**src/rtl/uart_tx_framer.sv**
```systemverilog
// uart_tx_framer: sequences one UART frame per accepted word onto the serial pin.
// A frame is a start bit, DATA_WIDTH data bits sent LSB first, an optional
// even/odd parity bit, and one or two stop bits. One CLK cycle is one bit period.
//
// Ports:
//   CLK        in   TX bit clock, one cycle per serial bit
//   RST        in   asynchronous active-high reset
//   P_DATA     in   parallel word, sampled on acceptance
//   DATA_VALID in   request to send P_DATA
//   PAR_EN     in   1 = insert parity bit after the data bits
//   PAR_TYP    in   0 = even parity, 1 = odd parity
//   STOP2      in   0 = one stop bit, 1 = two stop bits
//   TX_OUT     out  registered serial line, idles high
//   BUSY       out  registered, high from start bit through final stop bit
//   FRAME_DONE out  registered, high during the final stop bit of each frame
module uart_tx_framer #(
    parameter int unsigned DATA_WIDTH = 8
) (
    input  logic                  CLK,
    input  logic                  RST,
    input  logic [DATA_WIDTH-1:0] P_DATA,
    input  logic                  DATA_VALID,
    input  logic                  PAR_EN,
    input  logic                  PAR_TYP,
    input  logic                  STOP2,
    output logic                  TX_OUT,
    output logic                  BUSY,
    output logic                  FRAME_DONE
);

    localparam int unsigned CNT_W = (DATA_WIDTH > 1) ? $clog2(DATA_WIDTH) : 1;
    localparam logic [CNT_W-1:0] LAST_BIT = CNT_W'(DATA_WIDTH - 1);

    typedef enum logic [2:0] {
        S_IDLE,
        S_START,
        S_DATA,
        S_PARITY,
        S_STOP
    } state_t;

    state_t                  state_q, state_d;
    logic [CNT_W-1:0]        bit_cnt_q, bit_cnt_d;
    logic                    stop_cnt_q, stop_cnt_d;
    logic [DATA_WIDTH-1:0]   data_q, data_d;
    logic                    par_en_q, par_en_d;
    logic                    par_typ_q, par_typ_d;
    logic                    stop2_q, stop2_d;
    logic                    tx_q, tx_d;
    logic                    busy_q, busy_d;
    logic                    done_q, done_d;

    logic                    final_stop;
    logic                    accept;

    // The state register always describes the bit currently on the line.
    assign final_stop = (state_q == S_STOP) && (stop_cnt_q == stop2_q);
    assign accept     = DATA_VALID && ((state_q == S_IDLE) || final_stop);

    // State and shadow registers.
    always_ff @(posedge CLK or posedge RST) begin
        if (RST) begin
            state_q    <= S_IDLE;
            bit_cnt_q  <= '0;
            stop_cnt_q <= 1'b0;
            data_q     <= '0;
            par_en_q   <= 1'b0;
            par_typ_q  <= 1'b0;
            stop2_q    <= 1'b0;
            tx_q       <= 1'b1;
            busy_q     <= 1'b0;
            done_q     <= 1'b0;
        end else begin
            state_q    <= state_d;
            bit_cnt_q  <= bit_cnt_d;
            stop_cnt_q <= stop_cnt_d;
            data_q     <= data_d;
            par_en_q   <= par_en_d;
            par_typ_q  <= par_typ_d;
            stop2_q    <= stop2_d;
            tx_q       <= tx_d;
            busy_q     <= busy_d;
            done_q     <= done_d;
        end
    end

    // Next-state sequencing; outputs are decoded from the next state so the
    // registered line value lines up with the bit the state describes.
    always_comb begin
        state_d    = state_q;
        bit_cnt_d  = bit_cnt_q;
        stop_cnt_d = stop_cnt_q;
        data_d     = data_q;
        par_en_d   = par_en_q;
        par_typ_d  = par_typ_q;
        stop2_d    = stop2_q;
        tx_d       = 1'b1;
        busy_d     = 1'b0;
        done_d     = 1'b0;

        case (state_q)
            S_IDLE: begin
                if (accept) begin
                    state_d = S_START;
                end
            end
            S_START: begin
                state_d   = S_DATA;
                bit_cnt_d = '0;
            end
            S_DATA: begin
                if (bit_cnt_q == LAST_BIT) begin
                    state_d    = par_en_q ? S_PARITY : S_STOP;
                    stop_cnt_d = 1'b0;
                end else begin
                    bit_cnt_d = bit_cnt_q + CNT_W'(1);
                end
            end
            S_PARITY: begin
                state_d    = S_STOP;
                stop_cnt_d = 1'b0;
            end
            S_STOP: begin
                if (final_stop) begin
                    state_d = accept ? S_START : S_IDLE;
                end else begin
                    stop_cnt_d = 1'b1;
                end
            end
            default: begin
                state_d = S_IDLE;
            end
        endcase

        // Shadow copies make mid-frame input changes invisible to the frame.
        if (accept) begin
            data_d     = P_DATA;
            par_en_d   = PAR_EN;
            par_typ_d  = PAR_TYP;
            stop2_d    = STOP2;
            bit_cnt_d  = '0;
            stop_cnt_d = 1'b0;
        end

        case (state_d)
            S_START:  tx_d = 1'b0;
            S_DATA:   tx_d = data_d[bit_cnt_d];
            S_PARITY: tx_d = (^data_d) ^ par_typ_d;
            default:  tx_d = 1'b1;
        endcase

        busy_d = (state_d != S_IDLE);
        done_d = (state_d == S_STOP) && (stop_cnt_d == stop2_d);
    end

    assign TX_OUT     = tx_q;
    assign BUSY       = busy_q;
    assign FRAME_DONE = done_q;

endmodule
```
**config.mk**
```make
export PLATFORM = sky130hd
export DESIGN_NAME = uart_tx_framer
export DESIGN_NICKNAME = d
export VERILOG_FILES = /design/src/rtl/uart_tx_framer.sv
export SDC_FILE = /design/constraint.sdc
export NUM_CORES = 1
export LEC_CHECK = 0
export ABC_AREA = 1
export CAP_MARGIN = 10
export CORE_MARGIN = 2
export CORE_UTILIZATION = 50
export CTS_BUF_LIST = sky130_fd_sc_hd__clkbuf_4 sky130_fd_sc_hd__clkbuf_8
export DETAILED_ROUTE_END_ITERATION = 10
export PLACE_DENSITY = 0.76
export SYNTH_ARGS = -nofsm -noshare
export SYNTH_HDL_FRONTEND = slang
export SYNTH_SLANG_ARGS = --single-unit
```
**constraint.sdc**
```tcl
create_clock -name CLK -period 1.6 [get_ports CLK]
set_input_delay 0.16 -clock CLK [delete_from_list [all_inputs] [get_ports CLK]]
set_output_delay 0.16 -clock CLK [all_outputs]
set_load 0.03 [all_outputs]
```
==> key figures, run 1 <==
Detailed routing
  – Routed wl met2: 2210 um
  – Routed length per instance: 14.0 um
  – WL met3: 152 um
  – Routed via count: 1583
  – Highest routing layer actually used: met4
  – DRC Markers: 0
  – Total wire length: 4130 um
  – Via-per-instance ratio: 5.38
  – Number of DRC markers after the initial detailed-route iteration: 90
  – Number of iterations in the first detailed-routing pass: 4
  – Antenna Nets Post-Route: 0
  – Detailed-routing wirelength on met1: 1630 um

Logic synthesis
  – Number of distinct standard cells referenced by the synthesized netlist: 28
  – Average cell area after synthesis: 6.94 sq um
  – Leading cell type by number of instances after synthesis: sky130_fd_sc_hd__nand2_1
  – Net count after synthesis: 211
  – Synthesis-stage register bit count: 21
  – Portion of synthesized cell area occupied by the leading cell type: 0.368
  – List of most frequent post-synthesis cells: sky130_fd_sc_hd__nand2_1, sky130_fd_sc_hd__inv_1, sky130_fd_sc_hd__dfrtp_1
  – Leading post-synthesis cells by cell area: sky130_fd_sc_hd__dfrtp_1, sky130_fd_sc_hd__nand2_1, sky130_fd_sc_hd__inv_1, sky130_fd_sc_hd__nand3_1, sky130_fd_sc_hd__nor2_1
  – Most used DFF post-synth: sky130_fd_sc_hd__dfrtp_1
  – Async set-or-reset flop fraction in the synthesized netlist: 1.00
  – Cell count after synthesis: 196
  – Area leader, netlist: sky130_fd_sc_hd__dfrtp_1
  – Mapped cell area: 1360 sq um
  – Synth warn: 0
  – Number of synthesized flops with an enable pin: 0
  – Share of the yosys chip area belonging to registers: 0.387

Worst setup path
  – Nature of the critical path startpoint: flip-flop
  – Critical path arrival: 2110 ps
  – Critical path class: flip-flop to flip-flop
  – Setup crit start: state_q[0]$_DFF_PP0_
  – Startpoint of the most critical register-to-register path: state_q[0]$_DFF_PP0_
  – Largest fanout on the critical path: 10
  – Critical path data required time: 1840 ps
  – Critical Path Sink Type: flip-flop

Final layout
  – Fraction of final layout cells sized beyond drive strength 1: 0.420
  – Non-filler cells, final: 294
  – Antenna diode count: 0
  – Final design instance area without fill: 2110 sq um
  – Layout overhead on the synthesized area: 54.9%
  – Number of nets in the final layout: 280
  – Fraction of the core area covered by cells at the end of the flow: 0.835

Die
  – Total I/O pin count: 17
  – Site Rows: 18
  – Floorplan die area: 3150 sq um
  – Effective utilization at floorplan: 0.539
  – Die boundary width: 56.2 um
  – Area of the core: 2520 sq um
  – Height of the die: 56.2 um

Clock network
  – Clock network latency to the later pin of the worst-skew pair: 310 ps
  – TritonCTS Buffers: 3
  – TritonCTS clock tree: yes
  – Count of hold-fix buffers inserted at cts: 0
  – Clock Path Buffers: 2
  – Num Clock Sinks: 21
  – Root Driver: sky130_fd_sc_hd__clkbuf_4
  – Clock input transition at the sequential cells of the worst setup and hold paths: 130 ps
  – Max H-tree Level: 1

Placement
  – DPL Wire Length: 2600 um
  – Post-DP Area: 1780 sq um
  – Count of port buffers added during placement: 16
  – Dpl cells: 272
  – GPL Wtd Cong: 0.950

Timing
  – Transition time at the pin with the least slew margin: 331 ps
  – Final setup fails: 2
  – Relative max-transition margin: 0.779
  – Worst-case hold slack: 166 ps
  – Unrepaired setup endpoints after global routing: yes
  – Final cycle utilization of the critical path: 1.17
  – Final hold violation count: 0
  – Post-route worst setup slack: -274 ps
  – Min Clock Period, post-route: 1870 ps
  – Final Skew: 7.90 ps
  – Final max-slew violation count: 0
  – Fmax: 534 MHz

Power
  – Static leakage power: 1.15 nW
  – VDD IR-drop max: 1.59 mV
  – Power density relative to cell area: 2310 nW/um^2

Min path
  – Tightest Hold Check Type: input port to async pin

Global routing
  – Via count of the first global-routing pass: 1503
  – Initial antenna violation count: 0
  – Total track usage: 0.240
  – Maximum number of pins on one net before global-route repair: 22
  – Wire length of the first global-routing pass: 6060 um
  – Grt total ovfl: 0

Flow run
  – Max-capacitance violation count: 0

Run status
  – Outcome: finished, violations left
  – Violated checks: negative setup slack
[cell families (layout without fill, tap and decap cells)]
group | count (synthesis) | in the layout | synth area share
AOI/OAI and AO/OA | 16 | 16 | 0.0708
adders and majority gates | 1 | 1 | 0.00920
buffers and inverters | 35 | 101 | 0.111
DFF | 21 | 21 | 0.387
and+or+nand+nor | 123 | 125 | 0.421
[routing by layer]
| metal | global-route usage | up-vias |
|---|---|---|
| met2 | 0.439 | 54 |
| li1 | - | 750 |
| met4 | 0.109 | 0 |
| met3 | 0.0209 | 14 |
| met5 | 0 | - |
| met1 | 0.282 | 765 |
[repair_timing]
item                       in CTS  in global routing
pin swaps                      12                 22
resized for setup              25                 30
setup endpoints to repair       4                  6
setup buffers                   7                  7
gates cloned                    3                  1
[stage by stage]
stage	setup TNS [ps]	setup slack (ps)	power [mW]
after detailed placement	-826	-383	3.64
after global placement	-400	-237	3.48
after CTS	-321	-213	4.25
after global routing	-746	-389	5.22
final	-395	-274	4.86
after floorplan	0	3.53	2.63
[path summary, 6_finish.rpt]
path                                        endpoint  slack [ps]  cells past startpoint
worst max register to register      TX_OUT$_DFF_PP1_        -270                     16
worst max-delay path                TX_OUT$_DFF_PP1_        -270                     16
worst min register to register   data_q[3]$_DFF_PP0_         560                      2
max in group asynchronous           TX_OUT$_DFF_PP1_        1150                      3
min in group CLK                par_en_q$_DFFE_PP0N_         400                      3
worst min-delay path            FRAME_DONE$_DFF_PP0_         170                      3
[registers in the layout, summed over array words and instances (netlist names)]
signal / cells
BUSY: 1
TX_OUT: 1
state_q: 3
par_typ_q: 1
stop_cnt_q: 1
bit_cnt_q: 3
par_en_q: 1
data_q: 8
stop2_q: 1
FRAME_DONE: 1
[cell usage in the layout (no fill, tap or decap)]
cell	count
sky130_fd_sc_hd__nand2_1	61
sky130_fd_sc_hd__buf_4	43
sky130_fd_sc_hd__inv_1	20
sky130_fd_sc_hd__dfrtp_1	19
sky130_fd_sc_hd__nand2_2	19
sky130_fd_sc_hd__clkdlybuf4s50_1	15
sky130_fd_sc_hd__nand3_1	12
sky130_fd_sc_hd__inv_2	11
sky130_fd_sc_hd__nor2_1	6
sky130_fd_sc_hd__buf_6	6
sky130_fd_sc_hd__nand2_4	5
sky130_fd_sc_hd__nand3b_1	5
sky130_fd_sc_hd__o211ai_1	5
sky130_fd_sc_hd__nor2_4	4
sky130_fd_sc_hd__nand3_2	4
sky130_fd_sc_hd__nor2_2	3
sky130_fd_sc_hd__o21ai_2	3
sky130_fd_sc_hd__clkbuf_4	3
sky130_fd_sc_hd__o21ai_0	2
sky130_fd_sc_hd__a21oi_1	2
sky130_fd_sc_hd__o21ai_1	2
sky130_fd_sc_hd__dfstp_2	1
sky130_fd_sc_hd__nand3_4	1
sky130_fd_sc_hd__a22oi_1	1
sky130_fd_sc_hd__nor3_2	1
sky130_fd_sc_hd__nor2_8	1
sky130_fd_sc_hd__nand2_8	1
sky130_fd_sc_hd__or2_1	1
sky130_fd_sc_hd__o22ai_1	1
sky130_fd_sc_hd__or2_4	1
sky130_fd_sc_hd__ha_4	1
sky130_fd_sc_hd__clkinv_2	1
sky130_fd_sc_hd__buf_2	1
sky130_fd_sc_hd__dlygate4sd2_1	1
sky130_fd_sc_hd__dfrtp_2	1
[layout make-up]
class,count,area (sq um)
inverter,31,116
tap,30,37.5
clock inverter,1,5.00
clock buffer,3,22.5
fill,154,415
sequential,21,528
timing repair buffer,66,554
multi-input combinational,142,843
[where the power goes]
group          total (mW)  internal, mW  switching (mW)
registers           0.967         0.787           0.180
clock network       0.262        0.0934           0.169
logic                3.64          1.66            1.97
[critical path, cell delays in order (launching register included)]
cell and delay, ps:
sky130_fd_sc_hd__dfrtp_1 420, sky130_fd_sc_hd__inv_2 100, sky130_fd_sc_hd__nand2_4 80, sky130_fd_sc_hd__nor2_8 190, sky130_fd_sc_hd__nand2_4 140, sky130_fd_sc_hd__nand2_1 90, sky130_fd_sc_hd__nand2_1 60, sky130_fd_sc_hd__nand2_1 120
sky130_fd_sc_hd__nand2_4 80, sky130_fd_sc_hd__inv_2 60, sky130_fd_sc_hd__nand2_1 40, sky130_fd_sc_hd__nand2_1 70, sky130_fd_sc_hd__nand2_2 70, sky130_fd_sc_hd__nand2_1 60, sky130_fd_sc_hd__nand2_1 60, sky130_fd_sc_hd__nand3_1 80
sky130_fd_sc_hd__nand3_1 80
Note: power is estimated with default switching activity, not from simulation.
==> run 2, diff against run 1 <==
--- a/config.mk
+++ b/config.mk
@@ -11,6 +11,7 @@
 export CORE_UTILIZATION = 50
 export CTS_BUF_LIST = sky130_fd_sc_hd__clkbuf_4 sky130_fd_sc_hd__clkbuf_8
 export DETAILED_ROUTE_END_ITERATION = 10
+export GPL_ROUTABILITY_DRIVEN = 0
 export PLACE_DENSITY = 0.76
 export SYNTH_ARGS = -nofsm -noshare
 export SYNTH_HDL_FRONTEND = slang
==> results of run 2 <==
No change in the layout: final DEF, timing and power equal those of run 1.
==> run 3, diff against run 2 <==
--- a/config.mk
+++ b/config.mk
@@ -8,11 +8,11 @@
 export ABC_AREA = 1
 export CAP_MARGIN = 10
 export CORE_MARGIN = 2
-export CORE_UTILIZATION = 50
+export CORE_UTILIZATION = 51
 export CTS_BUF_LIST = sky130_fd_sc_hd__clkbuf_4 sky130_fd_sc_hd__clkbuf_8
 export DETAILED_ROUTE_END_ITERATION = 10
 export GPL_ROUTABILITY_DRIVEN = 0
-export PLACE_DENSITY = 0.76
+export PLACE_DENSITY = 0.77
 export SYNTH_ARGS = -nofsm -noshare
 export SYNTH_HDL_FRONTEND = slang
 export SYNTH_SLANG_ARGS = --single-unit
==> run 3 against run 2 <==
The flow still finishes with violations (negative setup slack). Hold slack got worse by 33 ps. Die area is 1.8% lower. Via count fell by 9.0%. Clock skew grew 4.1 ps. Total power is 11% lower. Sequential cell count unchanged. Count of clock-buffer cells in the layout increased by 1. First-iteration DRC count fell by 62%. Register-to-register slack improved by 30 ps. Critical path depth stayed put. Combinational power is 15% lower. Critical endpoint unchanged. Largest cell class unchanged.
==> key figures, run 3 (synthesized netlist as in run 1, its figures left out) <==
Clock network
  – TritonCTS clock tree: yes
  – Clock network latency to the later pin of the worst-skew pair: 310 ps
  – TritonCTS Buffers: 3
  – Max H-tree Level: 1
  – Clock input transition at the sequential cells of the worst setup and hold paths: 130 ps
  – Clock Path Buffers: 2
  – Num Clock Sinks: 21
  – Root Driver: sky130_fd_sc_hd__clkbuf_4
  – Count of hold-fix buffers inserted at cts: 0

Worst setup path
  – Critical path arrival: 2110 ps
  – Critical Path Sink Type: flip-flop
  – Critical path class: flip-flop to flip-flop
  – Number of buffer and inverter instances along the worst setup path: 3
  – Maximum single-stage delay on the critical path: 420 ps
  – Nature of the critical path startpoint: flip-flop
  – Largest fanout on the critical path: 7
  – Crit-path cells: inv_2 -> nand2_4 -> nor2_8 -> clkbuf_16 -> nand3_1 -> nand2_1 -> nand2_1 -> nand2_2 -> inv_2 -> nand2_1 -> nand2_1 -> nand2_2 -> nand2_2 -> nand2_1 -> nand3_1 -> nand3_1
  – Slowest library cell on the worst path: sky130_fd_sc_hd__dfrtp_1
  – Critical path data required time: 1860 ps
  – Kind of cell adding the most delay to the critical path: simple AND/OR/NAND/NOR gates
  – Most frequent cell on the critical path: sky130_fd_sc_hd__nand2_1

Final layout
  – Top flop regs: data_q: 8 flops, bit_cnt_q: 3 flops, state_q: 3 flops
  – Fraction of final layout cells sized beyond drive strength 1: 0.332
  – Antenna diode count: 0
  – Number of flip-flops in the largest register: 8
  – Number of nets in the final layout: 263
  – Most common library cell in the layout ignoring fill and taps: sky130_fd_sc_hd__nand2_1
  – Most frequent cells in the layout: sky130_fd_sc_hd__nand2_1, sky130_fd_sc_hd__buf_4, sky130_fd_sc_hd__inv_1, sky130_fd_sc_hd__dfrtp_1, sky130_fd_sc_hd__clkdlybuf4s50_1
  – Area taken by flip-flops and latches: 528 sq um
  – Fillers: 171
  – Largest reg by FF count: data_q
  – Combined area of the multi-input logic cells: 774 sq um
  – Layout overhead on the synthesized area: 43.1%
  – Fraction of the core area covered by cells at the end of the flow: 0.779

Min path
  – Tightest Hold Check Type: input port to async pin

Power
  – VDD IR-drop max: 1.37 mV
  – Total Power: 4.31 mW
  – Power density relative to cell area: 2220 nW/um^2
  – Static leakage power: 1.06 nW

Detailed routing
  – Routed length per instance: 12.9 um
  – DRC Markers: 0
  – Number of DRC markers after the initial detailed-route iteration: 34
  – Routed via count: 1440
  – Via-per-instance ratio: 5.20
  – Antenna Nets Post-Route: 0
  – Total wire length: 3580 um
  – Number of iterations in the first detailed-routing pass: 6

Global routing
  – Wire length of the first global-routing pass: 5570 um
  – Via count of the first global-routing pass: 1387
  – Total track usage: 0.223
  – Grt total ovfl: 0
  – Initial antenna violation count: 0
  – Maximum number of pins on one net before global-route repair: 23

Timing
  – Final max-slew violation count: 0
  – Fmax: 542 MHz
  – Relative max-transition margin: 0.702
  – Min Clock Period, post-route: 1850 ps
  – Post-route worst setup slack: -246 ps
  – Final cycle utilization of the critical path: 1.15
  – Unrepaired setup endpoints after global routing: yes
  – Final Skew: 12.0 ps
  – Final hold violation count: 0
  – Final setup fails: 3
  – Transition time at the pin with the least slew margin: 447 ps

Flow run
  – Max-capacitance violation count: 0

Placement
  – Count of port buffers added during placement: 16
  – DPL Wire Length: 2430 um

Die
  – Die boundary width: 55.6 um
  – Effective utilization at floorplan: 0.544
  – Site Rows: 18
  – Area of the core: 2500 sq um
  – Height of the die: 55.6 um
  – Floorplan die area: 3100 sq um
  – Total I/O pin count: 17

Run status
  – Violated checks: negative setup slack
  – Outcome: finished, violations left
run 3: cell count changes in the layout (fill, tap and decap cells not counted), sizes merged:
cell	previous run	this run
buf	50	33
clkinv	1	0
nand3	17	16
clkbuf	3	5
run 3: cell type report:
type                    instances  area share
repair buffers                 50       0.237
multi-input cells             141       0.398
inverters                      31      0.0598
flip-flops and latches         21       0.271
well taps                      30      0.0193
clock buffers                   4      0.0154
run 3: path summary, 6_finish.rpt:
| path | from | endpoint | slack, ps | depth (start not counted) |
|---|---|---|---|---|
| worst max-delay path | state_q[0]$_DFF_PP0_ | TX_OUT$_DFF_PP1_ | -250 | 16 |
| max in group asynchronous | RST | data_q[1]$_DFF_PP0_ | 930 | 3 |
| worst min-delay path | RST | BUSY$_DFF_PP0_ | 130 | 2 |
| min in group CLK | PAR_EN | par_en_q$_DFFE_PP0N_ | 370 | 3 |
| worst min register to register | data_q[5]$_DFF_PP0_ | data_q[5]$_DFF_PP0_ | 520 | 2 |
| worst max register to register | state_q[0]$_DFF_PP0_ | TX_OUT$_DFF_PP1_ | -250 | 16 |
run 3: per-stage QoR:
step	setup TNS, ps	hold slack, ps	setup slack, ps	cells	instance area (sq um)
finish	-345	132	-246	277	1950
global route	-582	170	-370	277	1950
CTS	-193	157	-187	273	1850
detailed placement	-719	484	-385	267	1770
global placement	-555	474	-274	267	1770
floorplan	0	136	3.53	196	1360
run 3: where the power goes:
part	switching, mW	internal [mW]	total (mW)	leakage [nW]
clock network	0.170	0.114	0.284	0.0184
registers	0.152	0.786	0.938	0.259
logic	1.72	1.37	3.09	0.784
run 3: metal layers:
metal | track usage | wire length, um | up-vias
met2 | 0.437 | 1900 | 44
met3 | 0.0372 | 202 | 10
met4 | 0.0906 | 74 | 0
li1 | - | - | 714
met5 | 0 | 0 | -
met1 | 0.229 | 1410 | 672
run 3: timing repair:
action,4_1_cts,5_1_grt
resized for setup,13,17
endpoints found under the setup margin,4,3
setup buffers,2,2
cloned,0,2
pin swaps,5,9
